==> config.mk <==
export PLATFORM = sky130hd
export DESIGN_NAME = edge_window_ctrl
export DESIGN_NICKNAME = d
export VERILOG_FILES = /design/src/rtl/edge_window_ctrl.sv
export SDC_FILE = /design/constraint.sdc
export NUM_CORES = 1
export LEC_CHECK = 0
export CORE_MARGIN = 2
export CORE_UTILIZATION = 44
export CTS_BUF_LIST = sky130_fd_sc_hd__clkbuf_8
export DETAILED_ROUTE_END_ITERATION = 8
export PLACE_DENSITY = 0.68
export RECOVER_POWER = 50
export SLEW_MARGIN = 30
export SYNTH_ARGS = -nofsm -noshare
export SYNTH_HDL_FRONTEND = slang
export SYNTH_SLANG_ARGS = --single-unit
==> constraint.sdc <==
create_clock -name clk -period 4.15 [get_ports clk]
set_clock_uncertainty 0.05 [all_clocks]
set_input_delay 0.83 -clock clk [delete_from_list [all_inputs] [get_ports clk]]
set_output_delay 0.83 -clock clk [all_outputs]
set_load 0.02 [all_outputs]
==> src/rtl/edge_window_ctrl.sv <==
// Frame sequencer for the 3x3 edge-detection kernel: tracks rows, rotates the line-buffer
// write select and flags window centres. Optional eol/column check under EDGE_WINDOW_SYNC_CHECK_EN.
module edge_window_ctrl #(
    parameter int COL_BITS   = 10,
    parameter int ROW_BITS   = 10,
    parameter int IMG_WIDTH  = 640,
    parameter int IMG_HEIGHT = 480
) (
    input  logic                clk,
    input  logic                rst,
    input  logic                start,
    input  logic                pix_valid,
    input  logic [COL_BITS-1:0] col_idx,
    input  logic                eol,
    output logic [1:0]          lb_wr_sel,
    output logic                win_valid,
    output logic [ROW_BITS-1:0] win_row,
    output logic [COL_BITS-1:0] win_col,
    output logic                busy,
    output logic                frame_done,
    output logic                sync_err
);

    localparam logic [COL_BITS-1:0] LAST_COL = COL_BITS'(IMG_WIDTH);
    localparam logic [ROW_BITS-1:0] LAST_ROW = ROW_BITS'(IMG_HEIGHT);
    localparam logic [COL_BITS-1:0] MIN_COL  = COL_BITS'(3);

    typedef enum logic [1:0] {IDLE, FILL, ACTIVE, DONE} state_t;

    state_t              state;
    logic [ROW_BITS-1:0] row;
    logic                streaming;
    logic                row_end;
    logic                win_hit;

    assign streaming = (state == FILL) || (state == ACTIVE);
    assign row_end   = streaming && pix_valid && eol;
    // out-of-range columns (0 or beyond the row) never produce a window
    assign win_hit   = (state == ACTIVE) && pix_valid &&
                       (col_idx >= MIN_COL) && (col_idx <= LAST_COL);
    assign busy      = (state != IDLE);

    always_ff @(posedge clk or posedge rst) begin
        if (rst) begin
            state      <= IDLE;
            row        <= ROW_BITS'(1);
            lb_wr_sel  <= 2'd0;
            win_valid  <= 1'b0;
            win_row    <= '0;
            win_col    <= '0;
            frame_done <= 1'b0;
        end else begin
            win_valid  <= win_hit;
            frame_done <= 1'b0;
            if (win_hit) begin
                win_row <= row - ROW_BITS'(1);
                win_col <= col_idx - COL_BITS'(1);
            end
            if (row_end)
                lb_wr_sel <= (lb_wr_sel == 2'd2) ? 2'd0 : lb_wr_sel + 2'd1;
            case (state)
                IDLE: begin
                    if (start) begin
                        state     <= FILL;
                        row       <= ROW_BITS'(1);
                        lb_wr_sel <= 2'd0;
                    end
                end
                FILL: begin
                    if (row_end) begin
                        row <= row + ROW_BITS'(1);
                        if (row == ROW_BITS'(2))
                            state <= ACTIVE;
                    end
                end
                ACTIVE: begin
                    // row saturates at the last line; the final eol closes the frame
                    if (row_end) begin
                        if (row == LAST_ROW) begin
                            state      <= DONE;
                            frame_done <= 1'b1;
                        end else begin
                            row <= row + ROW_BITS'(1);
                        end
                    end
                end
                DONE: state <= IDLE;
                default: state <= IDLE;
            endcase
        end
    end

`ifdef EDGE_WINDOW_SYNC_CHECK_EN
    always_ff @(posedge clk or posedge rst) begin
        if (rst)
            sync_err <= 1'b0;
        else if ((state == IDLE) && start)
            sync_err <= 1'b0;
        else if (streaming && pix_valid && (eol != (col_idx == LAST_COL)))
            sync_err <= 1'b1;
    end
`else
    assign sync_err = 1'b0;
`endif

endmodule

==> summary.txt, run 1 <==
Power
  – Lkg Pwr: 0.00124 uW
  – Final Power: 2060 uW
  – Peak supply drop: 324 uV
  – Pwr Density: 749 nW/um^2

Floorplanning
  – CORE AREA: 5010 um^2
  – Core Rows: 26
  – Chip Width: 75.6 um
  – Top Ports: 41
  – Starting Density: 0.450
  – Die Area: 5710 um^2
  – Die height: 75.6 um

Yosys
  – Synth async-reset ratio: 1.00
  – Cell accounting for the most synthesized area: dfrtp_1
  – Synthesized netlist net count: 242
  – Number of library cell types mapped by synthesis: 44
  – Top FF cell, synth: dfrtp_1
  – Synthesized area per cell: 10.5 um^2
  – Yosys top cell area share: 0.389
  – Ranking of synthesized cells by area: dfrtp_1, mux2_4, ha_1
  – Post-synthesis sequential area ratio: 0.400
  – Netlist Area Pre-Place: 2250 um^2
  – Post-synth EDFFs: 0
  – Synth Warn #: 0
  – Flop and latch count out of synthesis: 36
  – Post-Synthesis Cells: 215

Routing
  – Vias/cell: 5.21
  – Final WL: 4530 um
  – Drt first pass iters: 4
  – Detail Route Antenna Nets: 0
  – Average routed wire per standard cell: 14.1 um
  – DRC: 0
  – Routed via count: 1671
  – Initial DRC Count: 68

Timing
  – Max Freq: 318 MHz
  – Final worst path period need: 3.14 ns
  – Fin. max-slew vios: 37
  – RSZ-0062 raised after global routing: no
  – Worst hold margin: 0.463 ns
  – Worst slew pin tran: 1.91 ns
  – Endpoints failing hold: 0
  – Final worst-path cycle share: 0.758
  – Setup violators final: 0
  – TNS Setup: 0 ns
  – Slew margin rel.: -0.273
  – Final WS setup: 1.01 ns

Worst setup path
  – Worst path required time: 4.27 ns
  – Reg2Reg Capture Point: row[4]$_DFFE_PP0P_
  – Worst Setup SP: col_idx[3]
  – CP max stage delay: 0.59 ns
  – Crit path arrival time: 3.27 ns
  – CP Buf/Inv Count: 2
  – Crit path depth: 6
  – Crit. End Element: flop
  – Worst reg2reg startpoint: state[1]$_DFFE_PP0P_
  – WS Path Type: in -> reg
  – Top delay family on crit path: buffers and inverters
  – Startpoint types: input pin
  – Worst-path cell chain: clkdlybuf4s50_1, or4_4, o311a_1, o21ai_2, buf_4, mux2_4
  – Setup crit end: win_col[8]$_DFFE_PP0P_
  – FF-to-FF setup slack: 1.32 ns
  – Slowest CP cell: or4_4
  – Worst R2R Path Depth: 6
  – Max FO, Critical Path: 14

Clock tree
  – # resized after CTS: 0
  – Skew-Pair Late Insertion Delay: 0.29 ns
  – CTS Buffer Depth: 2
  – TritonCTS clock tree: built
  – CTS Sinks: 36
  – # hold bufs at CTS: 0
  – Postcts setup bufs: 0
  – Clk slew on worst S/H paths: 0.07 ns
  – H-tree depth: 2
  – Clock root buffer: clkbuf_8
  – CTS buffer count: 5

Final layout
  – Most frequent cells in the layout: dfrtp_1, clkdlybuf4s50_1, inv_1, mux2_4
  – Commonest non-fill, non-tap cell in the layout: dfrtp_1
  – Nets: 277
  – Layout Cells excl Fill: 321
  – Antenna cells: 0
  – P&R area growth vs syn: 22.0%
  – Layout cells sized above 1: 0.127

Flow run
  – Max capacitance violation total: 1

Place
  – Setup slack after placement: 0.692 ns
  – Final GP Congestion: 0.776
  – Post-DP HPWL: 3230 um
  – I/O Buffers: 39
  – Placed insts: 313

GRT
  – First-pass GRT wire length: 7310 um
  – Initial antenna violation count: 0
  – Grt ovf: 0
  – Gr usage total: 0.170
  – Vias in the first global route: 1535
  – Largest net degree at the start of global routing: 37

Run status
  – Outcome: finished with violations
  – Violations in the final reports: capacitance limit, slew limit

Min path
  – Worst hold-check path type: reg -> reg
  – Worst Hold Launch: win_row[0]$_DFFE_PP0P_
layout make-up:
| cell class | count | area [um^2] |
|---|---|---|
| clock buffers | 7 | 96.3 |
| clock inverters | 1 | 3.75 |
| fillers | 459 | 2260 |
| inverters | 16 | 60.1 |
| multi-input cells | 149 | 1190 |
| flip-flops and latches | 36 | 902 |
| well taps | 70 | 87.6 |
| repair buffers | 42 | 409 |
layer usage:
layer / vias up / GRT usage / routed length, um
li1: 827 / - / -
met1: 801 / 0.234 / 2180
met2: 39 / 0.258 / 2080
met3: 4 / 0.0542 / 236
met4: 0 / 0.0526 / 34
met5: - / 0 / 0
how the worst min path moves through the flow:
| stage | depth (start not counted) | end |
|---|---|---|
| floorplan | 2 | row[9]$_DFFE_PP0P_ |
| global placement | 1 | win_col[3]$_DFFE_PP0P_ |
| detailed placement | 1 | win_row[3]$_DFFE_PP0P_ |
| CTS | 1 | win_row[3]$_DFFE_PP0P_ |
| global route | 1 | win_col[2]$_DFFE_PP0P_ |
| finish | 1 | win_row[0]$_DFFE_PP0P_ |
registers in the layout, summed over array words and instances, names as in the netlist:
register / count
lb_wr_sel: 2
win_col: 10
state: 2
row: 10
win_valid: 1
frame_done: 1
win_row: 10
per-stage QoR:
step           utilization  cell area (um^2)
2_1_floorplan            -              2250
3_3_place_gp         0.530              2650
3_5_place_dp         0.530              2650
4_1_cts              0.550              2750
5_1_grt              0.549              2750
6_report             0.549              2750
Yosys cell counts (all sizes together), types with 2 or more instances:
library cell	number
nand3	11
nor4b	2
ha	12
o31ai	3
nand3b	5
dfrtp	35
nor2	8
mux2i	3
o221ai	3
buf	7
nor4	6
xor2	9
or4	5
xnor2	7
o211ai	4
nand2	12
o311ai	2
nand2b	5
nor3	6
a21oi	5
inv	16
mux2	18
clkbuf	7
o21ai	11
power by group:
| group | internal [uW] | total [uW] | switching (uW) |
|---|---|---|---|
| clock network | 149 | 276 | 127 |
| logic | 534 | 1100 | 567 |
| registers | 516 | 683 | 167 |
| total | 1200 | 2060 | 861 |
cell families (layout without fill, tap and decap cells):
family | Yosys count | count (layout) | synth area share
other | 1 | 1 | 0.00166
xor gates and xnor gates | 16 | 16 | 0.0622
DFF | 36 | 36 | 0.400
adders and majority gates | 12 | 12 | 0.0666
muxes | 21 | 21 | 0.132
AOI/OAI and AO/OA | 33 | 33 | 0.0994
buffers and inverters | 30 | 66 | 0.0711
and+or+nand+nor | 66 | 66 | 0.167
(Power assumes the default switching activity.)
==> run 2, diff against run 1 <==
- PLACE_DENSITY: 0.68 -> 0.71
- clock period: 4.15 -> 2.6 ns (I/O delays scaled with it)
==> summary.txt, run 2 (synthesis results as in run 1) <==
Min path
  – Worst hold-check path type: reg -> reg
  – Hold worst-path end: win_row[4]$_DFFE_PP0P_
  – Worst Hold Launch: win_row[4]$_DFFE_PP0P_
  – Hold depth: 1 (unchanged)

Final layout
  – Footprint of the multi-input gates: 1190 um^2 (unchanged)
  – Layout Cell Area excl Fill: 2870 um^2 (+4.2%)
  – Commonest non-fill, non-tap cell in the layout: dfrtp_1
  – Flip-flop and latch area: 902 um^2 (unchanged)
  – Nets: 292 (+5.4%)
  – Antenna cells: 0 (unchanged)
  – Layout Cells excl Fill: 336 (+4.7%)
  – Biggest regs: row: 10 flops, win_col: 10 flops, win_row: 10 flops
  – P&R area growth vs syn: 27.2%
  – Layout cells sized above 1: 0.177 (+0.0492)
  – Fillcell total: 454 (-1.1%)
  – Most frequent cells in the layout: dfrtp_1, clkdlybuf4s50_1, inv_1

GRT
  – Grt ovf: 0 (unchanged)
  – Gr usage total: 0.187 (+0.0164)
  – Vias in the first global route: 1710 (+11%)
  – First-pass GRT wire length: 8090 um (+11%)
  – Initial antenna violation count: 0 (unchanged)
  – Largest net degree at the start of global routing: 37 (unchanged)

Floorplanning
  – Chip Width: 75.6 um (unchanged)
  – CORE AREA: 5010 um^2 (unchanged)
  – Top Ports: 41 (unchanged)
  – Die height: 75.6 um (unchanged)
  – Starting Density: 0.450 (unchanged)
  – Core Rows: 26 (unchanged)
  – Die Area: 5710 um^2 (unchanged)

Worst setup path
  – CP max stage delay: 0.45 ns (-0.14 ns)
  – FF-to-FF setup slack: 0.52 ns (-0.80 ns)
  – Top delay family on crit path: buffers and inverters
  – Crit path arrival time: 2.50 ns (-0.77 ns)
  – Worst reg2reg startpoint: state[0]$_DFFE_PP0P_
  – Worst path required time: 2.72 ns (-1.55 ns)
  – WS Path Type: in -> reg
  – Slowest CP cell: clkdlybuf4s50_1
  – Worst-path cell chain: clkdlybuf4s50_1, ha_1, or4_1, o311a_1, o21ai_2, buf_12, mux2_1
  – Max FO, Critical Path: 15 (+1)
  – Reg2Reg Capture Point: row[3]$_DFFE_PP0P_
  – Startpoint types: input pin
  – CP Buf/Inv Count: 2 (unchanged)
  – Crit. End Element: flop
  – Worst R2R Path Depth: 6 (unchanged)

Routing
  – Drt first pass iters: 4 (unchanged)
  – Average routed wire per standard cell: 14.5 um (+3.0%)
  – DRC: 0 (unchanged)
  – Initial DRC Count: 87 (+28%)
  – Detail Route Antenna Nets: 0 (unchanged)
  – DRT met1 WL: 2240 um (+3.1%)
  – Detailed route wirelength on metal2: 2290 um (+10%)
  – Max layer used: met4
  – Final WL: 4880 um (+7.8%)
  – Routed via count: 1799 (+7.7%)
  – Met3 wire length: 326 um (+38%)
  – Vias/cell: 5.35 (+2.9%)

Timing
  – Fin. max-slew vios: 0 (-100%)
  – Worst hold margin: 0.455 ns (-0.00729 ns)
  – Endpoints failing hold: 0 (unchanged)
  – Max Freq: 421 MHz
  – Final worst path period need: 2.37 ns
  – TNS Setup: 0 ns (unchanged)
  – Setup violators final: 0 (unchanged)
  – Worst slew pin tran: 0.899 ns (-1.01 ns)
  – Final worst-path cycle share: 0.913
  – Slew margin rel.: 0.401 (+0.674)
  – RSZ-0062 raised after global routing: no

Clock tree
  – H-tree depth: 2 (unchanged)
  – TritonCTS clock tree: built
  – # hold bufs at CTS: 0 (unchanged)
  – Postcts setup bufs: 0 (unchanged)
  – Skew-Pair Late Insertion Delay: 0.28 ns (about the same)
  – CTS Buffer Depth: 2 (unchanged)
  – CTS buffer count: 5 (unchanged)
  – Clk slew on worst S/H paths: 0.07 ns (about the same)
  – Clock root buffer: clkbuf_8
  – # resized after CTS: 0 (unchanged)
  – CTS Sinks: 36 (unchanged)

Flow run
  – Max capacitance violation total: 0 (-1)

Power
  – Lkg Pwr: 0.00132 uW (+6.3%)
  – Peak supply drop: 592 uV (+83%)
  – Pwr Density: 1180 nW/um^2 (+57%)

Place
  – Area of placed instances: 2790 um^2 (+5.2%)
  – Placed insts: 328 (+4.8%)
  – I/O Buffers: 39 (unchanged)
  – Post-DP HPWL: 3570 um (+11%)
  – Final GP Congestion: 0.817 (+5.2%)

Run status
  – Outcome: complete, no violations
## run 2: how the worst max path moves through the flow
stage                           from                      to  slack (ns)  cells past startpoint
after detailed placement  col_idx[0]  win_row[8]$_DFFE_PP0P_       -0.07                      7
after floorplan           col_idx[4]  win_col[8]$_DFFE_PP0P_        0.41                      5
final                     col_idx[0]  win_row[8]$_DFFE_PP0P_        0.23                      7
after global routing      col_idx[0]  win_row[7]$_DFFE_PP0P_        0.15                      7
after global placement    col_idx[0]  win_row[8]$_DFFE_PP0P_       -0.06                      7
after CTS                 col_idx[0]  win_row[8]$_DFFE_PP0P_        0.23                      7
## run 2: stage by stage
step                      utilization  setup slack [ns]  power (uW)
after detailed placement        0.557           -0.0693        3010
after CTS                       0.575             0.226        3430
after global routing            0.572             0.148        3640
final                           0.572             0.226        3380
after floorplan                     -             0.412        2330
after global placement          0.557           -0.0633        2960
## run 2: layer usage
metal	track usage	vias to the layer above
met5	0	-
met4	0.0487	0
met3	0.0503	2
met2	0.285	55
met1	0.264	881
li1	-	861
## run 2: report_power, final
| part | switching [uW] | leakage (uW) | total (uW) | internal (uW) |
|---|---|---|---|---|
| registers | 205 | 0.000444 | 1030 | 824 |
| clock network | 197 | 0.0000538 | 405 | 208 |
| logic | 1010 | 0.000820 | 1940 | 937 |
## run 2: area by class of cell
cell class              instances  share of cell area
multi-input cells             149               0.416
flip-flops and latches         36               0.315
repair buffers                 57               0.187
well taps                      70              0.0306
clock buffers                   6              0.0288
inverters                      16              0.0210
clock inverters                 2             0.00262
## run 2: worst reg2reg max path, delay by kind of cell, from the launching register on
kind                     cells  cell delay (ns)
AO/OA/AOI/OAI                2             0.51
adder cells (fa/ha/maj)      1             0.30
buffers and inverters        1             0.10
flip-flops                   1             0.37
AND/OR/NAND/NOR              2             0.62
==> run 3, diff against run 2 <==
- PLACE_DENSITY: 0.71 -> 0.68
- clock period: 2.6 -> 2.4 ns (I/O delays scaled with it)
==> summary.txt, run 3 (synthesis results as in run 1) <==
Worst setup path
  – Crit path arrival time: 2.46 ns (-0.04 ns)
  – Crit. End Element: flop
  – Startpoint types: input pin
  – Worst R2R Path Depth: 4 (-2)
  – Max FO, Critical Path: 13 (-2)
  – WS Path Type: in -> reg
  – Worst path required time: 2.53 ns (-0.19 ns)
  – CP max stage delay: 0.58 ns (+0.13 ns)
  – Worst reg2reg startpoint: row[7]$_DFFE_PP0P_
  – Reg2Reg Capture Point: win_row[8]$_DFFE_PP0P_
  – FF-to-FF setup slack: 0.31 ns (-0.21 ns)
  – Worst-path cell chain: clkdlybuf4s50_1, or4_4, o311a_1, o21ai_2, buf_12, mux2_1
  – Slowest CP cell: or4_4

Floorplanning
  – Die Area: 5710 um^2 (unchanged)
  – Core Rows: 26 (unchanged)
  – Die height: 75.6 um (unchanged)
  – Top Ports: 41 (unchanged)
  – Chip Width: 75.6 um (unchanged)
  – Starting Density: 0.450 (unchanged)
  – CORE AREA: 5010 um^2 (unchanged)

Timing
  – Final worst-path cycle share: 0.974
  – Slew margin rel.: 0.607 (+0.206)
  – Max Freq: 428 MHz
  – Final worst path period need: 2.34 ns
  – Setup violators final: 0 (unchanged)
  – RSZ-0062 raised after global routing: no
  – Fin. max-slew vios: 0 (unchanged)
  – Worst slew pin tran: 0.590 ns (-0.309 ns)
  – Endpoints failing hold: 0 (unchanged)

Final layout
  – Biggest regs: row: 10 flops, win_col: 10 flops, win_row: 10 flops
  – Commonest non-fill, non-tap cell in the layout: dfrtp_1
  – Antenna cells: 0 (unchanged)
  – Most frequent cells in the layout: dfrtp_1, clkdlybuf4s50_1, buf_4
  – Nets: 298 (+2.1%)
  – P&R area growth vs syn: 29.3%
  – Fin util: 0.582 (+0.00949)
  – Layout Cells excl Fill: 342 (+1.8%)
  – Fillcell total: 476 (+4.8%)
  – Layout cells sized above 1: 0.202 (+0.0255)
  – Layout Cell Area excl Fill: 2910 um^2 (+1.7%)

Clock tree
  – Skew-Pair Late Insertion Delay: 0.29 ns (about the same)
  – Clk slew on worst S/H paths: 0.07 ns (about the same)
  – # resized after CTS: 0 (unchanged)
  – # hold bufs at CTS: 0 (unchanged)
  – CTS Buffer Depth: 2 (unchanged)
  – Clock root buffer: clkbuf_8
  – TritonCTS clock tree: built
  – CTS buffer count: 5 (unchanged)
  – Postcts setup bufs: 0 (unchanged)
  – H-tree depth: 2 (unchanged)
  – CTS Sinks: 36 (unchanged)

Place
  – Post-DP HPWL: 3580 um (+0.18%)
  – Area of placed instances: 2840 um^2 (+1.6%)
  – Final GP Congestion: 0.789 (-3.3%)
  – Placed insts: 334 (+1.8%)
  – I/O Buffers: 39 (unchanged)

Routing
  – Routed via count: 1768 (-1.7%)
  – Vias/cell: 5.17 (-3.4%)
  – DRC: 0 (unchanged)
  – Detail Route Antenna Nets: 0 (unchanged)
  – Average routed wire per standard cell: 13.9 um (-4.1%)
  – Final WL: 4770 um (-2.4%)
  – Initial DRC Count: 82 (-5.7%)
  – Drt first pass iters: 4 (unchanged)

Power
  – Pwr Density: 1280 nW/um^2 (+8.4%)
  – Final Power: 3720 uW (+10%)
  – Peak supply drop: 571 uV (-3.6%)
  – Lkg Pwr: 0.00134 uW (+2.0%)

GRT
  – Vias in the first global route: 1661 (-2.9%)
  – First-pass GRT wire length: 7890 um (-2.5%)
  – Largest net degree at the start of global routing: 25 (-32%)
  – Grt ovf: 0 (unchanged)
  – Initial antenna violation count: 0 (unchanged)
  – Gr usage total: 0.183 (-0.00396)

Flow run
  – Max capacitance violation total: 0 (unchanged)

Min path
  – Hold depth: 1 (unchanged)
  – Worst hold-check path type: reg -> reg
  – Hold worst-path end: win_row[8]$_DFFE_PP0P_
  – Worst Hold Launch: win_row[8]$_DFFE_PP0P_

Run status
  – Outcome: complete, no violations
-- run 3: per-layer routing --
layer,up-vias,part of all wire,track usage
met4,0,0.014,0.0585
met5,-,0,0
li1,870,-,-
met3,6,0.062,0.0476
met1,848,0.47,0.257
met2,44,0.46,0.275
-- run 3: worst max-delay path, delay by kind of cell --
kind / cells / cell delay [ns]
AOI/OAI and AO/OA: 2 / 0.47
buffers and inverters: 2 / 0.61
muxes: 1 / 0.32
and+or+nand+nor: 1 / 0.58
-- run 3: area by class of cell --
cell class | count | area [um^2] | share of cell area
multi-input combinational | 149 | 1190 | 0.409
sequential | 36 | 902 | 0.310
timing repair buffer | 63 | 581 | 0.199
tap | 70 | 87.6 | 0.0301
clock buffer | 6 | 82.6 | 0.0283
inverter | 16 | 60.1 | 0.0206
clock inverter | 2 | 10.0 | 0.00343
-- run 3: worst max path at each step --
| stage | cells after the start | slack [ns] | to | from |
|---|---|---|---|---|
| floorplan | 5 | 0.25 | win_col[8]$_DFFE_PP0P_ | col_idx[4] |
| CTS | 6 | 0.06 | win_row[8]$_DFFE_PP0P_ | col_idx[4] |
| finish | 6 | 0.06 | win_row[8]$_DFFE_PP0P_ | col_idx[4] |
| detailed placement | 6 | -0.25 | win_row[8]$_DFFE_PP0P_ | col_idx[4] |
| global placement | 6 | -0.24 | win_row[8]$_DFFE_PP0P_ | col_idx[4] |
| global route | 7 | 0.01 | win_row[8]$_DFFE_PP0P_ | col_idx[0] |
-- run 3: power breakdown --
group	total, uW	leakage, uW	switching, uW	internal [uW]
logic	2190	0.000849	1130	1060
registers	1080	0.000444	184	893
clock network	454	0.0000510	225	229
total	3720	0.00134	1540	2180
-- run 3: metrics by stage --
step | setup slack (ns) | hold slack [ns] | setup TNS (ns)
4_1_cts | 0.0641 | 0.465 | 0
6_report | 0.0626 | 0.457 | 0
2_1_floorplan | 0.252 | 0.466 | 0
3_3_place_gp | -0.235 | 0.439 | -3.94
5_1_grt | 0.0104 | 0.480 | 0
3_5_place_dp | -0.252 | 0.445 | -4.26
